===== config.mk =====
export PLATFORM = sky130hd
export DESIGN_NAME = doodle_sprite_reader
export DESIGN_NICKNAME = d
export VERILOG_FILES = /design/src/rtl/doodle_pkg.sv /design/src/rtl/sprite_hit_calc.sv /design/src/rtl/doodle_sprite_reader.sv
export SDC_FILE = /design/constraint.sdc
export NUM_CORES = 1
export LEC_CHECK = 0
export CAP_MARGIN = 20
export CORE_MARGIN = 8
export CORE_UTILIZATION = 44
export DETAILED_ROUTE_END_ITERATION = 10
export GPL_TIMING_DRIVEN = 0
export PLACE_DENSITY = 0.79
export SETUP_SLACK_MARGIN = 0.02
export SYNTH_ARGS = -nofsm -noshare
export SYNTH_HDL_FRONTEND = slang
export SYNTH_SLANG_ARGS = --single-unit

===== constraint.sdc =====
create_clock -name Clk -period 2.1 [get_ports Clk]
set_input_delay 0.42 -clock Clk [delete_from_list [all_inputs] [get_ports Clk]]
set_output_delay 0.42 -clock Clk [all_outputs]
set_load 0.005 [all_outputs]

===== src/rtl/doodle_pkg.sv =====
// Shared types and constants for the Doodle sprite read path.
package doodle_pkg;

    localparam int          SPRITE_DIM         = 16;
    localparam int          SPRITE_AW          = 8;
    localparam logic [23:0] DEFAULT_TRANSP_KEY = 24'hFF00FF;

    typedef logic [23:0] rgb_t;

    typedef enum logic {
        WAIT_FRAME = 1'b0,
        ACTIVE     = 1'b1
    } rdr_state_t;

endpackage


===== src/rtl/sprite_hit_calc.sv =====
// Combinational sprite-box test: offset from the sprite origin, inside check,
// scaled row/col and optional horizontal flip. Shared by all sprite readers.
module sprite_hit_calc
    import doodle_pkg::*;
#(
    parameter int SCALE_LOG2 = 1
) (
    input  logic [9:0] i_draw_x,
    input  logic [9:0] i_draw_y,
    input  logic [9:0] i_pos_x,
    input  logic [9:0] i_pos_y,
    input  logic       i_mirror,
    output logic       o_inside,
    output logic [3:0] o_row,
    output logic [3:0] o_col
);

    localparam int          SPAN   = SPRITE_DIM << SCALE_LOG2;
    localparam logic [10:0] SPAN_W = 11'(SPAN);

    logic [10:0] w_dx;
    logic [10:0] w_dy;
    logic        w_in_x;
    logic        w_in_y;
    logic [3:0]  w_col;

    // Zero-extended subtraction: bit 10 set means the scan is left of / above the origin.
    assign w_dx = {1'b0, i_draw_x} - {1'b0, i_pos_x};
    assign w_dy = {1'b0, i_draw_y} - {1'b0, i_pos_y};

    assign w_in_x = ~w_dx[10] & (w_dx < SPAN_W);
    assign w_in_y = ~w_dy[10] & (w_dy < SPAN_W);

    assign w_col    = w_dx[SCALE_LOG2 +: 4];
    assign o_row    = w_dy[SCALE_LOG2 +: 4];
    assign o_col    = i_mirror ? ~w_col : w_col;
    assign o_inside = w_in_x & w_in_y;

endmodule


===== src/rtl/doodle_sprite_reader.sv =====
// Doodle sprite RAM read front end: per-frame position latch, 3-cycle aligned pixel pipeline.
// Build option: DOODLE_MIRROR_EN flips the sprite horizontally when face_left=0.
module doodle_sprite_reader
    import doodle_pkg::*;
#(
    parameter int          SCALE_LOG2 = 1,
    parameter logic [23:0] TRANSP_KEY = DEFAULT_TRANSP_KEY
) (
    input  logic        Clk,
    input  logic        Reset_n,
    input  logic        frame_start,
    input  logic        pix_valid,
    input  logic [9:0]  DrawX,
    input  logic [9:0]  DrawY,
    input  logic [9:0]  doodle_x,
    input  logic [9:0]  doodle_y,
    input  logic        face_left,
    output logic [7:0]  read_address5,
    input  logic [23:0] data_Out5,
    output logic [23:0] pixel_rgb,
    output logic        pixel_hit,
    output logic        pixel_valid
);

    // state      | meaning
    // WAIT_FRAME | no position latched since reset, hits suppressed
    // ACTIVE     | shadow position valid, hits allowed

    rdr_state_t r_state;
    rdr_state_t w_state_nxt;

    logic [9:0] r_sx;
    logic [9:0] r_sy;
    logic       r_face;
    logic       w_mirror;
    logic       w_box;
    logic [3:0] w_row;
    logic [3:0] w_col;
    logic       w_hit3;

    logic       r_hit1;
    logic       r_valid1;
    logic       r_hit2;
    logic       r_valid2;

    always_ff @(posedge Clk or negedge Reset_n) begin
        if (!Reset_n) begin
            r_state <= WAIT_FRAME;
            r_sx    <= '0;
            r_sy    <= '0;
            r_face  <= 1'b0;
        end else begin
            r_state <= w_state_nxt;
            if (frame_start) begin
                r_sx   <= doodle_x;
                r_sy   <= doodle_y;
                r_face <= face_left;
            end
        end
    end

    always_comb begin
        w_state_nxt = r_state;
        if (frame_start) begin
            w_state_nxt = ACTIVE;
        end
    end

`ifdef DOODLE_MIRROR_EN
    // Stored art faces left; flip it for right-facing frames.
    assign w_mirror = ~r_face;
`else
    // Facing has no visual effect without the mirror option.
    assign w_mirror = r_face & 1'b0;
`endif

    sprite_hit_calc #(
        .SCALE_LOG2 (SCALE_LOG2)
    ) u_hit_calc (
        .i_draw_x (DrawX),
        .i_draw_y (DrawY),
        .i_pos_x  (r_sx),
        .i_pos_y  (r_sy),
        .i_mirror (w_mirror),
        .o_inside (w_box),
        .o_row    (w_row),
        .o_col    (w_col)
    );

    assign w_hit3 = r_hit2 & (data_Out5 != TRANSP_KEY);

    always_ff @(posedge Clk or negedge Reset_n) begin
        if (!Reset_n) begin
            read_address5 <= '0;
            r_hit1        <= 1'b0;
            r_valid1      <= 1'b0;
            r_hit2        <= 1'b0;
            r_valid2      <= 1'b0;
            pixel_rgb     <= '0;
            pixel_hit     <= 1'b0;
            pixel_valid   <= 1'b0;
        end else begin
            read_address5 <= {w_row, w_col};
            r_hit1        <= pix_valid & (r_state == ACTIVE) & w_box;
            r_valid1      <= pix_valid;
            r_hit2        <= r_hit1;
            r_valid2      <= r_valid1;
            pixel_hit     <= w_hit3;
            pixel_rgb     <= w_hit3 ? data_Out5 : '0;
            pixel_valid   <= r_valid2;
        end
    end

endmodule


==> summary.txt, run 1 <==
final wirelength - 7520 um
ratio of cells with drive above 1 in the final layout - 11.5%
Least-Margin Pin Slew - 565 ps
critical-path maximum fanout - 2
Req. time, crit path - 2340 ps
met1 usage - 18.9%
mean post-synth cell area - 10.7 sq um
Worst-Skew Late Latency - 330 ps
total CTS buffers - 9
violated checks - setup timing
R2R setup slack - -120 ps
Die Span Y - 95.7 um
CP startpoint kind - flop
Synth Flop Type - dfrtp_1
Row Count - 29
dpl hpwl - 5780 um
overflow left after global routing - 0
CP Capture Type - flop
initial core utilization - 44.8%
Total Power - 3.13 mW
EDFF count, synth - 0
drt pass-1 iters - 4
Final TNS setup - -117 ps
Syn Nets - 351
mapped cell area - 2800 sq um
Nets - 467
routed wire length per instance - 16.4 um
Root Driver - clkbuf_8
synth top area cells - dfrtp_1 53%, ha_1 8.1%, and2_1 5.8%, o21ai_0 4.5%, inv_1 4.0%
largest net degree at the start of global routing - 41
Post-DRT Antenna Nets - 0
vias in the first global route - 2,402
post-synthesis cell count - 262
CTS tree - done
fraction of registers with async set or reset after synthesis - 100%
endpoints failing setup - 1
Final period util - 106%
crit path DAT - 2450 ps
Hold-fix buffers, CTS - 0
commonest non-fill, non-tap cell in the layout - clkdlybuf4s50_1
Final min period - 2220 ps
H-tree levels - 3
R2R depth - 9
die area - 9170 sq um
first-pass GRT wire length - 11,700 um
sequential share of the synthesized area - 52.8%
clock group share of total power - 38.1%
Hold Fails Final Rpt - 0
fmax - 451 MHz
Slowest cell on crit path - fa_2
Residual DRC - 0
sw frac - 25.5%
maximum vdd drop - 0.000493 V
core area - 6240 sq um
Final Max Slew Viols - 0
GRT Util Overall - 16.8%
CTS sink cnt - 59
area fraction of the dominant cell type after synthesis - 52.8%
most frequent cells in the layout - 93 x clkdlybuf4s50_1, 59 x dfrtp_1, 29 x inv_1
Via-to-Cell Ratio - 5.06
unrepaired setup endpoints after global routing - yes
combinational share of power - 22.3%
clk slew on worst S/H paths - 70 ps
Max Buffers Root-to-Sink - 2
Critical Path Max Stage Delay - 390 ps
port bufs - 100
# diodes - 0
Area Growth Syn to Fin - 51.7%
Seq pwr share - 39.6%
dpl ws - -731 ps
Netlist cell types - 41
Pint - 2.33 mW
setup ws final - -117 ps
Fin Clk Skew - 5.66 ps
worst reg2reg startpoint - r_sx[0]
M2 GR Usage - 29.1%
dominant cell type by area after synthesis - dfrtp_1
initial antenna violation count - 0
M3 GR Usage - 4.37%
Synth Warn # - 0
die width - 95.7 um
worst path cell trace - nor2b_4 > fa_2 > inv_2 > a21o_1 > a221o_1 > mux2i_2 > o2111ai_1 > nor4_2 > nor4b_2
Pwr per Cell Area - 738 nW/um^2
Iter 0 DRT Violations - 69
max_slew headroom - 62.3%
MaxCap Viol Count - 0
Worst R2R End - r_hit1
Hold Path Class - in -> async
Crit Path Class - reg -> reg
Final Wtd Congestion - 0.940
switching pwr - 0.799 mW
I/O pin count - 103
hold_ws - 49.5 ps
status - finished with violations
DR vias - 2,327
post-synthesis register bit count - 59
Lkg Pwr - 1.93 nW
busiest grt layer - met2
synth_stat cells, drive strengths merged (3+ instances only):
cell type and n:
o21ai 26, xnor2 8, clkbuf 6, nor2b 4, and2 26, a21oi 9
dfrtp 59, a21o 4, nor4 3, nand2 26, nor2 6, inv 30
nand4 3, ha 18
worst max-delay path, delay by kind of cell (launching register included):
family / cells / cell delay, ps
fa+ha+maj: 1 / 390
simple gates: 3 / 550
flops: 1 / 380
buf+inv: 1 / 60
mux: 1 / 250
compound gates: 3 / 500
repair_timing:
item                                    in CTS  in global routing
pin swaps                                    7                  1
endpoints found under the setup margin       2                 20
setup buffers                                4                  0
gates resized for setup                     17                  8
metal layers:
metal / routed length (um) / vias up / share of wire, %
li1: - / 1111 / -
met1: 3030 / 1114 / 40
met5: 0 / - / 0
met2: 3690 / 90 / 49
met3: 666 / 12 / 8.9
met4: 134 / 0 / 1.8
power groups by stage:
stage	Clock, mW	Combinational (mW)	Sequential [mW]
after floorplan	0	0.324	1.26
after global placement	0	0.631	1.26
after detailed placement	0	0.653	1.26
after CTS	1.21	0.692	1.24
after global routing	1.27	0.773	1.24
final	1.19	0.699	1.24
cell type report:
class / count / area, sq um
Fill cell: 498 / 2000
Multi-Input combinational cell: 167 / 1270
Clock inverter: 4 / 72.6
Inverter: 30 / 113
Buffer: 6 / 25.0
Sequential cell: 59 / 1480
Clock buffer: 12 / 155
Tap cell: 77 / 96.3
Timing Repair Buffer: 105 / 1040
sequential cells by signal, summed over array words and instances (netlist names):
| signal | cells |
|---|---|
| r_valid2 | 1 |
| r_sx | 10 |
| pixel_rgb | 24 |
| r_state | 1 |
| r_sy | 10 |
| r_hit1 | 1 |
| pixel_hit | 1 |
| read_address5 | 8 |
| pixel_valid | 1 |
| r_valid1 | 1 |
| r_hit2 | 1 |
kinds of logic (layout without fill, tap and decap cells):
family,after synthesis,count (layout),share of synthesized area (%)
mux,4,4,1.52
simple gates,81,81,16.3
xor+xnor,10,10,3.13
flops,59,59,52.8
fa+ha+maj,20,20,9.48
compound gates,52,52,11.9
buf+inv,36,157,4.83
metrics by stage:
step / util (%) / area, sq um / std cells
after global placement: 62.4 / 3890 / 439
after detailed placement: 62.7 / 3910 / 440
final: 68.0 / 4240 / 460
after CTS: 67.7 / 4220 / 460
after floorplan: - / 2800 / 262
after global routing: 68.0 / 4240 / 460
worst max-delay path by stage:
stage              end  cells past startpoint      from
2_1_floorplan   r_hit1                      7  DrawX[4]
3_3_place_gp   r_sy[5]                      1   Reset_n
3_5_place_dp    r_hit1                     10  DrawX[1]
4_1_cts         r_hit1                      9   r_sx[0]
5_1_grt         r_hit1                      9   r_sx[0]
6_report        r_hit1                      9   r_sx[0]
Note: power is estimated with default switching activity, not from simulation.
==> inputs of run 2 (changes only) <==
CTS_CLUSTER_DIAMETER = 40   (was default)
REMOVE_ABC_BUFFERS = 1   (was default)
==> summary.txt, run 2 (synthesis results as in run 1) <==
Final Max Slew Viols - 0 (unchanged)
# diodes - 0 (unchanged)
Via-to-Cell Ratio - 5.00 (-1.2%)
setup ws final - -21.6 ps (+95.9 ps)
Nets - 464 (-0.64%)
GRT Util Overall - 16.4% (-0.34 points)
worst reg2reg startpoint - r_sy[0]
largest net degree at the start of global routing - 43 (+4.9%)
first-pass GRT wire length - 11,500 um (-1.6%)
unrepaired setup endpoints after global routing - yes
Largest regs - pixel_rgb: 24 flops, r_sx: 10 flops, r_sy: 10 flops
core area - 6240 sq um (unchanged)
fmax - 471 MHz (+4.5%)
routed wire length per instance - 16.1 um (-1.2%)
Pwr per Cell Area - 664 nW/um^2 (-10%)
final wirelength - 7360 um (-2.1%)
Worst Setup SP - r_sy[0]
Residual DRC - 0 (unchanged)
total CTS buffers - 9 (unchanged)
drt pass-1 iters - 4 (unchanged)
H-tree levels - 3 (unchanged)
Total Power - 2.85 mW (-9.0%)
Area Growth Syn to Fin - 53.4%
max FFs per register - 24 (unchanged)
Post-DRT Antenna Nets - 0 (unchanged)
Die Span Y - 95.7 um (unchanged)
die area - 9170 sq um (unchanged)
violated checks - setup timing
CTS tree - done
vias in the first global route - 2,397 (-0.21%)
Final period util - 101% (-4.6 points)
maximum vdd drop - 0.000381 V (-23%)
Lkg Pwr - 1.93 nW (-0.24%)
MaxCap Viol Count - 0 (unchanged)
clk slew on worst S/H paths - 70 ps (about the same)
Reg with most FFs - pixel_rgb
Root Driver - clkbuf_8
die width - 95.7 um (unchanged)
Least-Margin Pin Slew - 545 ps (-20.3 ps)
crit path DAT - 2350 ps (-100 ps)
CP Capture Point - r_hit1
CTS sink cnt - 59 (unchanged)
I/O pin count - 103 (unchanged)
Req. time, crit path - 2330 ps (about the same)
Hold Fails Final Rpt - 0 (unchanged)
CP Capture Type - flop
critical-path maximum fanout - 2 (unchanged)
DR vias - 2,278 (-2.1%)
max_slew headroom - 63.6% (+1.3 points)
overflow left after global routing - 0 (unchanged)
Worst-Skew Late Latency - 340 ps (about the same)
DP Cell Count - 436 (-0.91%)
status - finished with violations
Final Wtd Congestion - 0.756 (-20%)
Iter 0 DRT Violations - 70 (+1.4%)
R2R setup slack - -20 ps (+100 ps)
port bufs - 101 (+1.0%)
count of non-filler cells in the finished layout - 456 (-0.87%)
most frequent cells in the layout - 90 x clkdlybuf4s50_1, 59 x dfrtp_1, 30 x inv_1
commonest non-fill, non-tap cell in the layout - clkdlybuf4s50_1
endpoints failing setup - 1 (unchanged)
Crit Path Class - reg -> reg
Final min period - 2120 ps (-95.9 ps)
initial antenna violation count - 0 (unchanged)
dpl hpwl - 5390 um (-6.9%)
Hold Path Class - in -> async
fillers - 496 (-0.40%)
CP startpoint kind - flop
Row Count - 29 (unchanged)
Fin Clk Skew - 7.64 ps (+1.98 ps)
Worst R2R End - r_hit1
Max Buffers Root-to-Sink - 2 (unchanged)
initial core utilization - 44.8% (unchanged)
R2R depth - 9 (unchanged)
ratio of cells with drive above 1 in the final layout - 13.2% (+1.7 points)
-- run 2: cell types whose count changed in the layout (fill, tap and decap cells not counted), moves of 3 or more --
cell             change
clkbuf_1             -5
clkdlybuf4s50_1      -3
dlygate4sd2_1        +4
ha_1                 -5
ha_4                 +5
-- run 2: worst min path at each step --
stage	endpoint	cells after the start	slack, ps	start
3_3_place_gp	pixel_valid	0	330	r_valid2
6_report	pixel_rgb[11]	1	20	Reset_n
2_1_floorplan	pixel_hit	0	120	Reset_n
5_1_grt	r_sx[4]	1	40	Reset_n
3_5_place_dp	pixel_valid	0	340	r_valid2
4_1_cts	read_address5[3]	1	30	Reset_n
-- run 2: metrics by stage --
| stage | TNS (ps) | setup slack [ps] | hold WS (ps) | utilization (%) | area (sq um) |
|---|---|---|---|---|---|
| 6_report | -21.6 | -21.6 | 22.3 | 68.7 | 4290 |
| 5_1_grt | -172 | -172 | 41.2 | 68.7 | 4290 |
| 4_1_cts | -27.5 | -27.5 | 25.5 | 68.3 | 4270 |
| 3_5_place_dp | -12790 | -669 | 336 | 62.9 | 3930 |
| 3_3_place_gp | -82940 | -1190 | 331 | 62.2 | 3880 |
| 2_1_floorplan | 0 | 86.5 | 124 | - | 2780 |
-- run 2: area by class of cell --
type	count	area [sq um]	share of cell area, %
flip-flops and latches	59	1480	34.4
multi-input cells	168	1370	31.8
clock inverters	5	30.0	0.700
well taps	77	96.3	2.25
repair buffers	107	1070	25.0
inverters	30	113	2.62
clock buffers	10	138	3.21
-- run 2: repair_timing --
action                     CTS  global route
setup endpoints to repair   22            11
gates cloned                 0             1
pin swaps                   14             3
buffers inserted             4             0
hold buffers                 0             0
gates resized for setup     29             2
-- run 2: worst max-delay path: stages (launching register included) --
cell,delay [ps]
dfrtp_1,370
nor2b_2,170
fa_2,360
nor2b_2,140
o2111ai_1,130
nand3b_1,140
xnor2_1,150
o2111ai_1,140
nor4_1,160
nor4b_2,250
-- run 2: per-layer routing --
layer	wire length [um]	track usage [%]	up-vias
met5	0	0	-
met4	104	7.04	0
met3	632	4.84	10
met2	3640	27.5	91
met1	2990	19.2	1067
li1	-	-	1110
-- run 2: power breakdown --
| group | leakage (nW) | internal [mW] | switching, mW | total, mW |
|---|---|---|---|---|
| Sequential | 0.756 | 1.21 | 0.0237 | 1.24 |
| Clock | 0.0839 | 0.446 | 0.450 | 0.897 |
| Combinational | 1.09 | 0.400 | 0.314 | 0.713 |
| Total | 1.93 | 2.06 | 0.788 | 2.85 |
==> inputs of run 3 (changes only) <==
CORE_ASPECT_RATIO = 2   (was default)
SLEW_MARGIN = 0   (was default)
==> summary.txt, run 3 (synthesis results as in run 1) <==
Iter 0 DRT Violations - 109 (+56%)
Final Max Slew Viols - 0 (unchanged)
initial core utilization - 45.1% (+0.24 points)
largest net degree at the start of global routing - 40 (-7.0%)
crit path DAT - 2500 ps (+150 ps)
die area - 9320 sq um (+1.7%)
MaxCap Viol Count - 0 (unchanged)
count of non-filler cells in the finished layout - 471 (+3.3%)
Row Count - 41 (+41%)
Final Core Density - 71.8% (+3.1 points)
Final min period - 2280 ps (+159 ps)
commonest non-fill, non-tap cell in the layout - clkdlybuf4s50_1
I/O pin count - 103 (unchanged)
H-tree levels - 3 (unchanged)
final wirelength - 7750 um (+5.2%)
Pwr per Cell Area - 794 nW/um^2 (+20%)
port bufs - 101 (unchanged)
routed wire length per instance - 16.5 um (+1.9%)
max_slew headroom - 59.1% (-4.5 points)
Post-DRT Antenna Nets - 0 (unchanged)
Final period util - 109% (+7.6 points)
fmax - 439 MHz (-7.0%)
Area Growth Syn to Fin - 59.3%
overflow left after global routing - 0 (unchanged)
DR vias - 2,359 (+3.6%)
Reg with most FFs - pixel_rgb
Residual DRC - 0 (unchanged)
Req. time, crit path - 2320 ps (about the same)
maximum vdd drop - 0.000685 V (+80%)
GRT Util Overall - 17.1% (+0.64 points)
CTS sink cnt - 59 (unchanged)
Final TNS setup - -180 ps (-159 ps)
status - finished with violations
dpl ws - -750 ps (-80.9 ps)
critical-path maximum fanout - 4 (+2)
setup ws final - -180 ps (-159 ps)
Via-to-Cell Ratio - 5.01 (+0.26%)
total CTS buffers - 9 (unchanged)
violated checks - setup timing
Least-Margin Pin Slew - 611 ps (+66.5 ps)
first-pass GRT wire length - 12,400 um (+8.4%)
endpoints failing setup - 1 (unchanged)
unrepaired setup endpoints after global routing - yes
Fin Clk Skew - 3.78 ps (-3.86 ps)
Crit Path Class - in -> reg
DP Cell Count - 445 (+2.1%)
Lkg Pwr - 2.07 nW (+7.3%)
Nets - 469 (+1.1%)
Hold Fails Final Rpt - 0 (unchanged)
most frequent cells in the layout - 89 x clkdlybuf4s50_1, 59 x dfrtp_1, 28 x inv_1
clk slew on worst S/H paths - 60 ps (about the same)
vias in the first global route - 2,617 (+9.2%)
core area - 6210 sq um (-0.54%)
CP Capture Type - flop
# diodes - 0 (unchanged)
Final Wtd Congestion - 0.797 (+5.4%)
Worst-Skew Late Latency - 330 ps (about the same)
R2R depth - 9 (unchanged)
max FFs per register - 24 (unchanged)
Max Buffers Root-to-Sink - 2 (unchanged)
final instance area - 4460 sq um (+3.9%)
CP startpoint kind - input port
die width - 72.4 um (-24%)
Largest regs - pixel_rgb: 24 flops, r_sx: 10 flops, r_sy: 10 flops
area of placed instances - 3920 sq um (-0.22%)
Hold-fix buffers, CTS - 0 (unchanged)
initial antenna violation count - 0 (unchanged)
Root Driver - clkbuf_16
drt pass-1 iters - 4 (unchanged)
ratio of cells with drive above 1 in the final layout - 14.0% (+0.83 points)
dpl hpwl - 5490 um (+1.9%)
CTS tree - done
Hold Path Class - in -> async
Die Span Y - 129 um (+34%)
run 3: cell types whose count changed in the layout (fill, tap and decap cells not counted), moves of 3 or more:
cell,change
dlygate4sd2_1,-4
buf_4,+3
ha_4,-4
ha_1,+5
buf_6,+3
clkbuf_16,+9
dlymetal6s2s_1,+5
clkbuf_8,-10
run 3: worst max-delay path, stage by stage:
cell             delay (ps)
clkdlybuf4s50_1         420
ha_1                    360
and2_1                  180
o21ai_0                 150
nand3b_1                150
a21o_1                  200
a21oi_1                 240
xnor2_1                 110
nor4b_2                 260
run 3: per-stage QoR:
stage                     hold WS [ps]  power, mW
after floorplan                    124       1.58
after global placement             333       1.88
after detailed placement           336       1.91
after CTS                         76.8       3.54
after global routing               111       3.69
final                             69.6       3.54
run 3: cell type report:
class                      instances  area (sq um)
fill                             431          1750
timing repair buffer             113          1130
inverter                          30           113
clock inverter                     6          88.8
sequential                        59          1480
tap                               86           108
multi-input combinational        167          1310
clock buffer                      10           229
run 3: final timing paths:
kind / to / from / slack, ps
max in group asynchronous: r_sy[6] / Reset_n / 1450
worst max register to register: r_hit1 / r_sx[0] / -150
worst min register to register: r_hit2 / r_hit1 / 340
worst max-delay path: r_hit1 / DrawY[4] / -180
min in group Clk: r_hit2 / r_hit1 / 340
worst min-delay path: pixel_hit / Reset_n / 70
run 3: timing repair:
action / in CTS / in global routing
gates cloned: 0 / 1
resized for setup: 21 / 16
pin swaps: 11 / 7
setup buffers: 9 / 1
setup endpoints to repair: 21 / 14
run 3: routing by layer:
metal	wire length, um	global-route usage [%]	share of wire (%)
met3	642	5.53	8.3
met1	2990	17.7	39
met5	0	0	0
met4	178	8.31	2.3
met2	3940	29.8	51
run 3: where the power goes:
group,switching (mW),internal [mW]
Combinational,0.325,0.401
Clock,0.530,1.04
Sequential,0.0278,1.22
Total,0.882,2.66
